===== src/rtl/stream_tap_arbiter.sv =====
// Round-robin arbiter that merges per-requester tap beats into one AXI-Stream packet stream.
// Optional header beat per packet is enabled by defining STREAM_TAP_ARBITER_HEADER_EN.
module stream_tap_arbiter #(
  parameter int DATA_WIDTH        = 128,
  parameter int NUM_REQ           = 4,
  parameter int STREAM_TYPE_WIDTH = 3,
  parameter logic [NUM_REQ*STREAM_TYPE_WIDTH-1:0] STREAM_TYPES = '0
) (
  input  logic                          clk,
  input  logic                          resetn,
  input  logic [NUM_REQ-1:0]            req_valid,
  input  logic [NUM_REQ-1:0]            req_in_progress,
  input  logic [NUM_REQ*DATA_WIDTH-1:0] req_data,
  output logic [NUM_REQ-1:0]            req_ready,
  output logic [DATA_WIDTH-1:0]         m_axis_tdata,
  output logic                          m_axis_tvalid,
  output logic                          m_axis_tlast,
  input  logic                          m_axis_tready,
  output logic                          busy,
  output logic [2:0]                    grant_idx,
  output logic [31:0]                   pkt_count
);
  localparam int IDX_W = 3;

`ifdef STREAM_TAP_ARBITER_HEADER_EN
  typedef enum logic [1:0] {IDLE = 2'd0, HDR = 2'd1, XFER = 2'd2} state_t;
`else
  typedef enum logic [1:0] {IDLE = 2'd0, XFER = 2'd2} state_t;
`endif

  state_t                  state_q, state_d;
  logic [IDX_W-1:0]        grant_q, grant_d;
  logic [IDX_W-1:0]        last_q, last_d;
  logic [31:0]             pkt_count_q, pkt_count_d;

  logic [IDX_W-1:0]        rr_winner;
  logic                    rr_found;
  logic                    sel_valid;
  logic                    sel_inprog;
  logic [DATA_WIDTH-1:0]   sel_data;

  // First valid requester scanning upward from the one after the last grant.
  always_comb begin
    rr_winner = last_q;
    rr_found  = 1'b0;
    for (int k = 0; k < NUM_REQ; k++) begin
      for (int i = 0; i < NUM_REQ; i++) begin
        if (!rr_found && req_valid[i] &&
            IDX_W'(i) == IDX_W'((int'(last_q) + 1 + k) % NUM_REQ)) begin
          rr_winner = IDX_W'(i);
          rr_found  = 1'b1;
        end
      end
    end
  end

  always_comb begin
    sel_valid  = 1'b0;
    sel_inprog = 1'b0;
    sel_data   = '0;
    for (int i = 0; i < NUM_REQ; i++) begin
      if (grant_q == IDX_W'(i)) begin
        sel_valid  = req_valid[i];
        sel_inprog = req_in_progress[i];
        sel_data   = req_data[i*DATA_WIDTH +: DATA_WIDTH];
      end
    end
  end

`ifdef STREAM_TAP_ARBITER_HEADER_EN
  logic [STREAM_TYPE_WIDTH-1:0] sel_type;
  logic [DATA_WIDTH-1:0]        hdr_data;

  always_comb begin
    sel_type = '0;
    for (int i = 0; i < NUM_REQ; i++) begin
      if (grant_q == IDX_W'(i)) sel_type = STREAM_TYPES[i*STREAM_TYPE_WIDTH +: STREAM_TYPE_WIDTH];
    end
    hdr_data                          = '0;
    hdr_data[STREAM_TYPE_WIDTH-1:0]   = sel_type;
    hdr_data[10:8]                    = grant_q;
    hdr_data[31:16]                   = pkt_count_q[15:0];
  end
`else
  logic unused_cfg;
  assign unused_cfg = ^STREAM_TYPES;
`endif

  // Stream outputs follow the granted requester combinationally; IDLE drives all zeros.
  always_comb begin
    m_axis_tvalid = 1'b0;
    m_axis_tlast  = 1'b0;
    m_axis_tdata  = '0;
    req_ready     = '0;
    case (state_q)
`ifdef STREAM_TAP_ARBITER_HEADER_EN
      HDR: begin
        m_axis_tvalid = 1'b1;
        m_axis_tdata  = hdr_data;
      end
`endif
      XFER: begin
        m_axis_tvalid = sel_valid;
        m_axis_tlast  = sel_valid & ~sel_inprog;
        m_axis_tdata  = sel_data;
        for (int i = 0; i < NUM_REQ; i++) begin
          req_ready[i] = (grant_q == IDX_W'(i)) & m_axis_tready;
        end
      end
      default: ;
    endcase
  end

  always_comb begin
    state_d     = state_q;
    grant_d     = grant_q;
    last_d      = last_q;
    pkt_count_d = pkt_count_q;
    case (state_q)
      IDLE: begin
        if (rr_found) begin
          grant_d = rr_winner;
`ifdef STREAM_TAP_ARBITER_HEADER_EN
          state_d = HDR;
`else
          state_d = XFER;
`endif
        end
      end
`ifdef STREAM_TAP_ARBITER_HEADER_EN
      HDR: begin
        if (m_axis_tready) state_d = XFER;
      end
`endif
      XFER: begin
        if (m_axis_tvalid && m_axis_tready && m_axis_tlast) begin
          state_d     = IDLE;
          pkt_count_d = pkt_count_q + 32'd1;
          last_d      = grant_q;
        end
      end
      default: state_d = IDLE;
    endcase
  end

  always_ff @(posedge clk or negedge resetn) begin
    if (!resetn) begin
      state_q     <= IDLE;
      grant_q     <= '0;
      last_q      <= IDX_W'(NUM_REQ - 1);
      pkt_count_q <= '0;
    end else begin
      state_q     <= state_d;
      grant_q     <= grant_d;
      last_q      <= last_d;
      pkt_count_q <= pkt_count_d;
    end
  end

  assign busy      = (state_q != IDLE);
  assign grant_idx = grant_q;
  assign pkt_count = pkt_count_q;

endmodule


===== config.mk =====
export PLATFORM = sky130hd
export DESIGN_NAME = stream_tap_arbiter
export DESIGN_NICKNAME = d
export VERILOG_FILES = /design/src/rtl/stream_tap_arbiter.sv
export SDC_FILE = /design/constraint.sdc
export NUM_CORES = 1
export LEC_CHECK = 0
export BUFFER_PORTS_ARGS = -buffer_cell sky130_fd_sc_hd__buf_2
export CAP_MARGIN = 20
export CORE_AREA = 4 4 267 269
export DETAILED_ROUTE_END_ITERATION = 10
export DIE_AREA = 0 0 271 273
export GPL_TIMING_DRIVEN = 1
export SETUP_SLACK_MARGIN = 0.4
export SYNTH_ARGS = -nofsm -noshare
export SYNTH_HDL_FRONTEND = slang
export SYNTH_SLANG_ARGS = --single-unit
export TNS_END_PERCENT = 30

===== constraint.sdc =====
create_clock -name clk -period 4.16 [get_ports clk]
set_clock_uncertainty 0.05 [all_clocks]
set_input_delay 0.832 -clock clk [delete_from_list [all_inputs] [get_ports clk]]
set_output_delay 0.832 -clock clk [all_outputs]
set_load 0.01 [all_outputs]

==> summary.json, run 1 <==
{
  "run_status": {"value": "completed"},
  "max_slew.worst_pin.slew": {"value": 0.865, "unit": "ns"},
  "synth_top_flop_cell": {"value": "dfrtp_1"},
  "grt_use_total": {"value": 0.136},
  "cpPeakStageDelay": {"value": 0.71, "unit": "ns"},
  "switchingPower": {"value": 0.00373, "unit": "W"},
  "numCtsBuffers": {"value": 5},
  "max_clock_freq": {"value": 291, "unit": "MHz"},
  "grt_busiest_layer": {"value": "met2"},
  "synth.largest_area_cell": {"value": "mux2_2"},
  "gr-total-overflow": {"value": 0},
  "rr_startpoint": {"value": "grant_idx[1]"},
  "timing.hold.ws": {"value": 0.430, "unit": "ns"},
  "ys_seq_elements": {"value": 38},
  "grt_start_max_net_pins": {"value": 107},
  "final_hold_viol_count": {"value": 0},
  "synth_cell_types": {"value": 39},
  "layout-drive-gt1-share": {"value": 0.610},
  "worst-endpoint-required": {"value": 3.28, "unit": "ns"},
  "fin_setup_tns": {"value": 0, "unit": "ns"},
  "antenna_found_initial": {"value": 46},
  "rsz_0062_raised_after_global_routing": {"value": "false"},
  "kind_of_launch_point_of_the_worst_setup_path": {"value": "flop"},
  "drt-wirelength-per-cell": {"value": 23.0, "unit": "um"},
  "syn_avg_cell_area": {"value": 7.28, "unit": "sq um"},
  "initial_util": {"value": 0.0817},
  "leakage_power_of_the_design": {"value": 4.98, "unit": "nW"},
  "grt_pass1_vias": {"value": 9099},
  "reg2regPathDepth": {"value": 6},
  "ys_async_sr_fraction": {"value": 1.00},
  "htree_levels": {"value": 2},
  "post_synth_inst_count": {"value": 770},
  "critical_path_class": {"value": "reg2out"},
  "yosys.cell_count.top_type": {"value": "nor2_1"},
  "synth_enable_flop_cells": {"value": 0},
  "chipHeight": {"value": 273, "unit": "um"},
  "pwr-share-comb": {"value": 0.858},
  "first_pass_grt_wire_length": {"value": 71400, "unit": "um"},
  "fp.dieArea": {"value": 74000, "unit": "sq um"},
  "gr-usage-met2": {"value": 0.227},
  "clkTransAtPathRegs": {"value": 0.06, "unit": "ns"},
  "cts_sinks": {"value": 38},
  "io_pins": {"value": 693},
  "period_share": {"value": 0.825},
  "clock_tree.root_cell": {"value": "clkbuf_16"},
  "crit_chain": {"value": "nand3b_1 > buf_12 > o21ai_0 > nor2_1 > buf_2"},
  "placement.cell_area": {"value": 10200, "unit": "sq um"},
  "synth.cells.most_frequent": {"value": "nor2_1, o21ai_0, mux2_2, o22ai_1, clkbuf_1"},
  "nFillCells": {"value": 7879},
  "placementRows": {"value": 96},
  "synth.top_cell.area_share": {"value": 0.263},
  "finalSetupViolCount": {"value": 0},
  "areaGrowthSynthToFinish": {"value": 84.9, "unit": "%"},
  "ys_warn_count": {"value": 0},
  "wirelength": {"value": 54400, "unit": "um"},
  "core_region_area": {"value": 68600, "unit": "sq um"},
  "crit_path_end_kind": {"value": "primary output"},
  "worstPathArrival": {"value": 2.55, "unit": "ns"},
  "timing.hold.worst.class": {"value": "reg2reg"},
  "maximum_ir_drop_on_the_vdd_rail": {"value": 0.000489, "unit": "V"},
  "postCtsSetupBuffers": {"value": 0},
  "hpwl": {"value": 47600, "unit": "um"},
  "max-slew-margin-rel": {"value": 0.424},
  "cell_types_occupying_the_most_area_after_synthesis": {"value": "mux2_2, dfrtp_1, o22ai_1, o21ai_0, nor2_1"},
  "port-buffer-count": {"value": 692},
  "final_nets": {"value": 1936},
  "detail_route.drc_violations": {"value": 0},
  "finalInstanceArea": {"value": 10400, "unit": "sq um"},
  "routed_via_density": {"value": 3.82},
  "ys_seq_area_frac": {"value": 0.170},
  "globalRouteMet1Util": {"value": 0.163},
  "slew_violations": {"value": 0},
  "share_seq_of_total_power": {"value": 0.079},
  "global_route.usage.met3": {"value": 0.0437},
  "hold_depth": {"value": 1},
  "cts-hold-fix-buffers": {"value": 0},
  "finalPower": {"value": 0.00670, "unit": "W"},
  "chipWidth": {"value": 271, "unit": "um"},
  "first_pass_iters": {"value": 4},
  "regToRegEndpoint": {"value": "pkt_count[15]"},
  "power.share.switching": {"value": 0.556},
  "crit_fanout": {"value": 106},
  "tritoncts_clock_tree": {"value": "built"},
  "max_cap_violations": {"value": 0},
  "finalCriticalPeriod": {"value": 3.43, "unit": "ns"},
  "route.antenna.remaining_nets": {"value": 0},
  "clk_latency": {"value": 0.28, "unit": "ns"},
  "place.gp.congestion": {"value": 0.872},
  "power.share.clock": {"value": 0.063},
  "crit_path_top_delay_cell": {"value": "o21ai_0"},
  "synth_nets": {"value": 1294},
  "drt-initial-drc-count": {"value": 422},
  "worstSetupEndpoint": {"value": "m_axis_tdata[90]"},
  "power_report.internal_total": {"value": 0.00297, "unit": "W"},
  "cts-resized-gates": {"value": 0},
  "setup.worst_path.start": {"value": "grant_idx[2]"},
  "reg2reg_setup_slack": {"value": 1.54, "unit": "ns"},
  "power_per_cell_area": {"value": 646, "unit": "nW/um^2"},
  "vias": {"value": 9023},
  "netlist_area": {"value": 5610, "unit": "sq um"},
  "clockBufferDepth": {"value": 2}
}
## sequential cells by signal (all words and copies together), names as in the netlist
signal,count
state_q,1
last_q,2
pkt_count,32
grant_idx,3
## per-stage QoR
stage | utilization | setup WS [ns] | cells
2_1_floorplan | - | 1.64 | 770
3_3_place_gp | 0.148 | 0.868 | 2336
3_5_place_dp | 0.148 | 0.914 | 2336
4_1_cts | 0.151 | 0.608 | 2344
5_1_grt | 0.151 | 0.547 | 2356
6_report | 0.151 | 0.729 | 2361
## metal layers
layer	wire (um)	vias up
met5	113	-
met1	22000	4225
met3	4910	72
met4	1040	18
li1	-	4164
met2	26200	544
## power by group through the flow
stage	sequential (W)	clock, W	combinational [W]
after CTS	0.000532	0.000429	0.00585
final	0.000529	0.000421	0.00575
after global placement	0.000538	0	0.00582
after floorplan	0.000487	0	0.00322
after global routing	0.000543	0.000445	0.00624
after detailed placement	0.000538	0	0.00583
## critical path: cells and delay by family, from the launching register on
| kind | cells | cell delay [ns] |
|---|---|---|
| AND/OR/NAND/NOR | 2 | 0.45 |
| buffers and inverters | 2 | 0.40 |
| flip-flops | 1 | 0.50 |
| AO/OA/AOI/OAI | 1 | 0.71 |
## worst min path at each step
stage / to / start
finish: pkt_count[25] / pkt_count[25]
global route: pkt_count[25] / pkt_count[25]
CTS: pkt_count[25] / pkt_count[25]
detailed placement: pkt_count[31] / pkt_count[31]
global placement: pkt_count[25] / pkt_count[25]
floorplan: last_q[0] / last_q[0]
## placed cells by master, fill, tap and decap left out, drive strengths merged
master,instances
nand4,14
a221oi,1
nand2b,3
inv,3
or2,1
and4,2
o22ai,129
nand2,15
o21ai,133
nor2b,2
and3b,1
or3b,1
and2,2
nor2,141
dfstp,2
xor2,10
nand3,12
nor3,5
o32a,1
diode,17
and3,9
o2bb2ai,1
ha,1
mux2,131
o22a,1
xnor2,21
a21oi,2
mux2i,5
nor4,3
dfrtp,36
nor4b,2
buf,713
nand3b,2
clkbuf,8
## layout make-up
class | count | area, sq um | area share
diodes | 17 | 42.5 | 0.00410
repair buffers | 713 | 3700 | 0.357
multi-input cells | 651 | 4330 | 0.417
inverters | 3 | 11.3 | 0.00109
clock buffers | 8 | 166 | 0.0161
flip-flops and latches | 38 | 961 | 0.0927
well taps | 931 | 1160 | 0.112
## cells by family (layout without fill, tap and decap cells)
logic type | after synthesis | count (layout) | share of synthesized area
DFF | 38 | 38 | 0.170
AOI/OAI and AO/OA | 268 | 268 | 0.273
muxes | 136 | 136 | 0.272
other | 0 | 17 | 0
and+or+nand+nor | 215 | 215 | 0.173
buffers and inverters | 81 | 724 | 0.0611
adders and majority gates | 1 | 1 | 0.00223
xor gates and xnor gates | 31 | 31 | 0.0484
Note: power is estimated with default switching activity, not from simulation.
==> inputs of run 2 (changes only) <==
==> constraint.sdc (replaced) <==
create_clock -name clk -period 2.76 [get_ports clk]
set_clock_uncertainty 0.05 [all_clocks]
set_input_delay 0.552 -clock clk [delete_from_list [all_inputs] [get_ports clk]]
set_output_delay 0.552 -clock clk [all_outputs]
set_load 0.01 [all_outputs]
==> summary.json, run 2 (synthesis results as in run 1) <==
{
  "run_status": {"value": "completed"},
  "crit_fanout": {"value": 8},
  "drt-initial-drc-count": {"value": 563},
  "areaGrowthSynthToFinish": {"value": 117, "unit": "%"},
  "first_pass_iters": {"value": 5},
  "clkTransAtPathRegs": {"value": 0.07, "unit": "ns"},
  "grt_use_total": {"value": 0.151},
  "io_pins": {"value": 693},
  "crit_chain": {"value": "buf_12 > nand2b_4 > buf_16 > buf_4 > o22ai_2 > nor2_1 > buf_2"},
  "cts_sinks": {"value": 38},
  "crit_path_end_kind": {"value": "primary output"},
  "mostFrequentLayoutCell": {"value": "buf_2"},
  "hpwl": {"value": 47000, "unit": "um"},
  "kind_of_launch_point_of_the_worst_setup_path": {"value": "flop"},
  "rsz_0062_raised_after_global_routing": {"value": "true"},
  "critical_path.n_buffers_inverters": {"value": 4},
  "numCtsBuffers": {"value": 5},
  "vias": {"value": 9612},
  "drt-wirelength-per-cell": {"value": 25.9, "unit": "um"},
  "cts-hold-fix-buffers": {"value": 0},
  "layout-drive-gt1-share": {"value": 0.666},
  "power_per_cell_area": {"value": 1130, "unit": "nW/um^2"},
  "chipWidth": {"value": 271, "unit": "um"},
  "leakage_power_of_the_design": {"value": 5.79, "unit": "nW"},
  "max_clock_freq": {"value": 383, "unit": "MHz"},
  "final_hold_viol_count": {"value": 0},
  "cpPeakStageDelay": {"value": 0.53, "unit": "ns"},
  "fin_setup_tns": {"value": 0, "unit": "ns"},
  "grt_pass1_vias": {"value": 9453},
  "nFillCells": {"value": 7757},
  "gr-total-overflow": {"value": 0},
  "mostFrequentLayoutCells": {"value": "buf_2, nor2_1, o21ai_0"},
  "antenna_found_initial": {"value": 60},
  "place.gp.congestion": {"value": 0.846},
  "final_nets": {"value": 2004},
  "clk_latency": {"value": 0.29, "unit": "ns"},
  "max_slew.worst_pin.slew": {"value": 0.650, "unit": "ns"},
  "finalSetupViolCount": {"value": 0},
  "layoutNonFillerInstCount": {"value": 2435},
  "max-slew-margin-rel": {"value": 0.567},
  "wirelength": {"value": 63000, "unit": "um"},
  "placementRows": {"value": 96},
  "slew_violations": {"value": 0},
  "timing.hold.worst.class": {"value": "in2async"},
  "fp.dieArea": {"value": 74000, "unit": "sq um"},
  "core_region_area": {"value": 68600, "unit": "sq um"},
  "placed_cells": {"value": 2352},
  "chipHeight": {"value": 273, "unit": "um"},
  "finalCriticalPeriod": {"value": 2.61, "unit": "ns"},
  "worstPathArrival": {"value": 2.01, "unit": "ns"},
  "worst-endpoint-required": {"value": 2.16, "unit": "ns"},
  "critical_path_class": {"value": "reg2out"},
  "crit_path_top_delay_cell": {"value": "dfrtp_4"},
  "clock_tree.root_cell": {"value": "clkbuf_16"},
  "cpLargestDelayFamily": {"value": "buffers and inverters"},
  "tritoncts_clock_tree": {"value": "built"},
  "detail_route.drc_violations": {"value": 0},
  "port-buffer-count": {"value": 692},
  "routed_via_density": {"value": 3.95},
  "largest_register_ffs": {"value": 32},
  "route.antenna.remaining_nets": {"value": 0},
  "grt_start_max_net_pins": {"value": 84},
  "clockBufferDepth": {"value": 2},
  "htree_levels": {"value": 2},
  "maximum_ir_drop_on_the_vdd_rail": {"value": 0.000854, "unit": "V"},
  "period_share": {"value": 0.947},
  "max_cap_violations": {"value": 0},
  "first_pass_grt_wire_length": {"value": 77200, "unit": "um"},
  "initial_util": {"value": 0.0817}
}
run 2: worst register-to-register path, stage by stage, from the launching register on:
cell	delay, ns
dfrtp_4	0.53
buf_12	0.15
buf_12	0.13
clkbuf_16	0.21
mux2i_1	0.22
o22a_1	0.16
buf_4	0.12
and3_1	0.32
buf_4	0.24
nand4_1	0.13
xnor2_1	0.15
run 2: cell type report:
cell class | count | area [sq um] | area share
multi-input cells | 651 | 4810 | 0.396
well taps | 931 | 1160 | 0.0959
flip-flops and latches | 38 | 962 | 0.0792
diodes | 23 | 57.6 | 0.00474
clock inverters | 2 | 60.1 | 0.00494
clock buffers | 6 | 139 | 0.0114
repair buffers | 781 | 4950 | 0.407
inverters | 3 | 11.3 | 0.000927
run 2: stage by stage:
stage / total power [W] / setup slack [ns] / instance area [sq um] / utilization / hold slack (ns)
floorplan: 0.00559 / 0.521 / 5610 / - / 0.206
global placement: 0.00964 / 0.307 / 10300 / 0.150 / 0.421
detailed placement: 0.00965 / 0.312 / 10300 / 0.150 / 0.414
CTS: 0.0129 / 0.146 / 11600 / 0.169 / 0.255
global route: 0.0146 / 0.0749 / 12100 / 0.177 / 0.268
finish: 0.0138 / 0.147 / 12100 / 0.177 / 0.234
run 2: per-layer routing:
metal,share of wire,track usage,vias to the layer above
met2,0.46,0.255,648
met1,0.39,0.180,4501
met3,0.11,0.0493,123
met5,0.0018,0,-
li1,-,-,4322
met4,0.037,0.0486,18
run 2: what timing repair did:
| action | in CTS | in global routing |
|---|---|---|
| endpoints found under the setup margin | 129 | 160 |
| cloned | 15 | 7 |
| gates resized for setup | 95 | 51 |
| setup buffers | 17 | 13 |
| pin swaps | 20 | 17 |
run 2: path summary, 6_finish.rpt:
path | from | end | slack (ns) | depth (start not counted)
setup / recovery | grant_idx[1] | m_axis_tdata[127] | 0.15 | 7
hold / removal | resetn | pkt_count[29] | 0.23 | 1
setup reg to reg | grant_idx[1] | pkt_count[18] | 0.22 | 10
hold reg to reg | pkt_count[31] | pkt_count[31] | 0.44 | 1
max in group asynchronous | resetn | last_q[0] | 1.79 | 2
min in group clk | pkt_count[31] | pkt_count[31] | 0.44 | 1
run 2: power breakdown:
group          leakage [nW]  switching, W  total, W  internal [W]
Clock                0.0972      0.000242  0.000785      0.000543
Sequential            0.499      0.000105  0.000751      0.000647
Combinational          5.20       0.00670    0.0122       0.00552
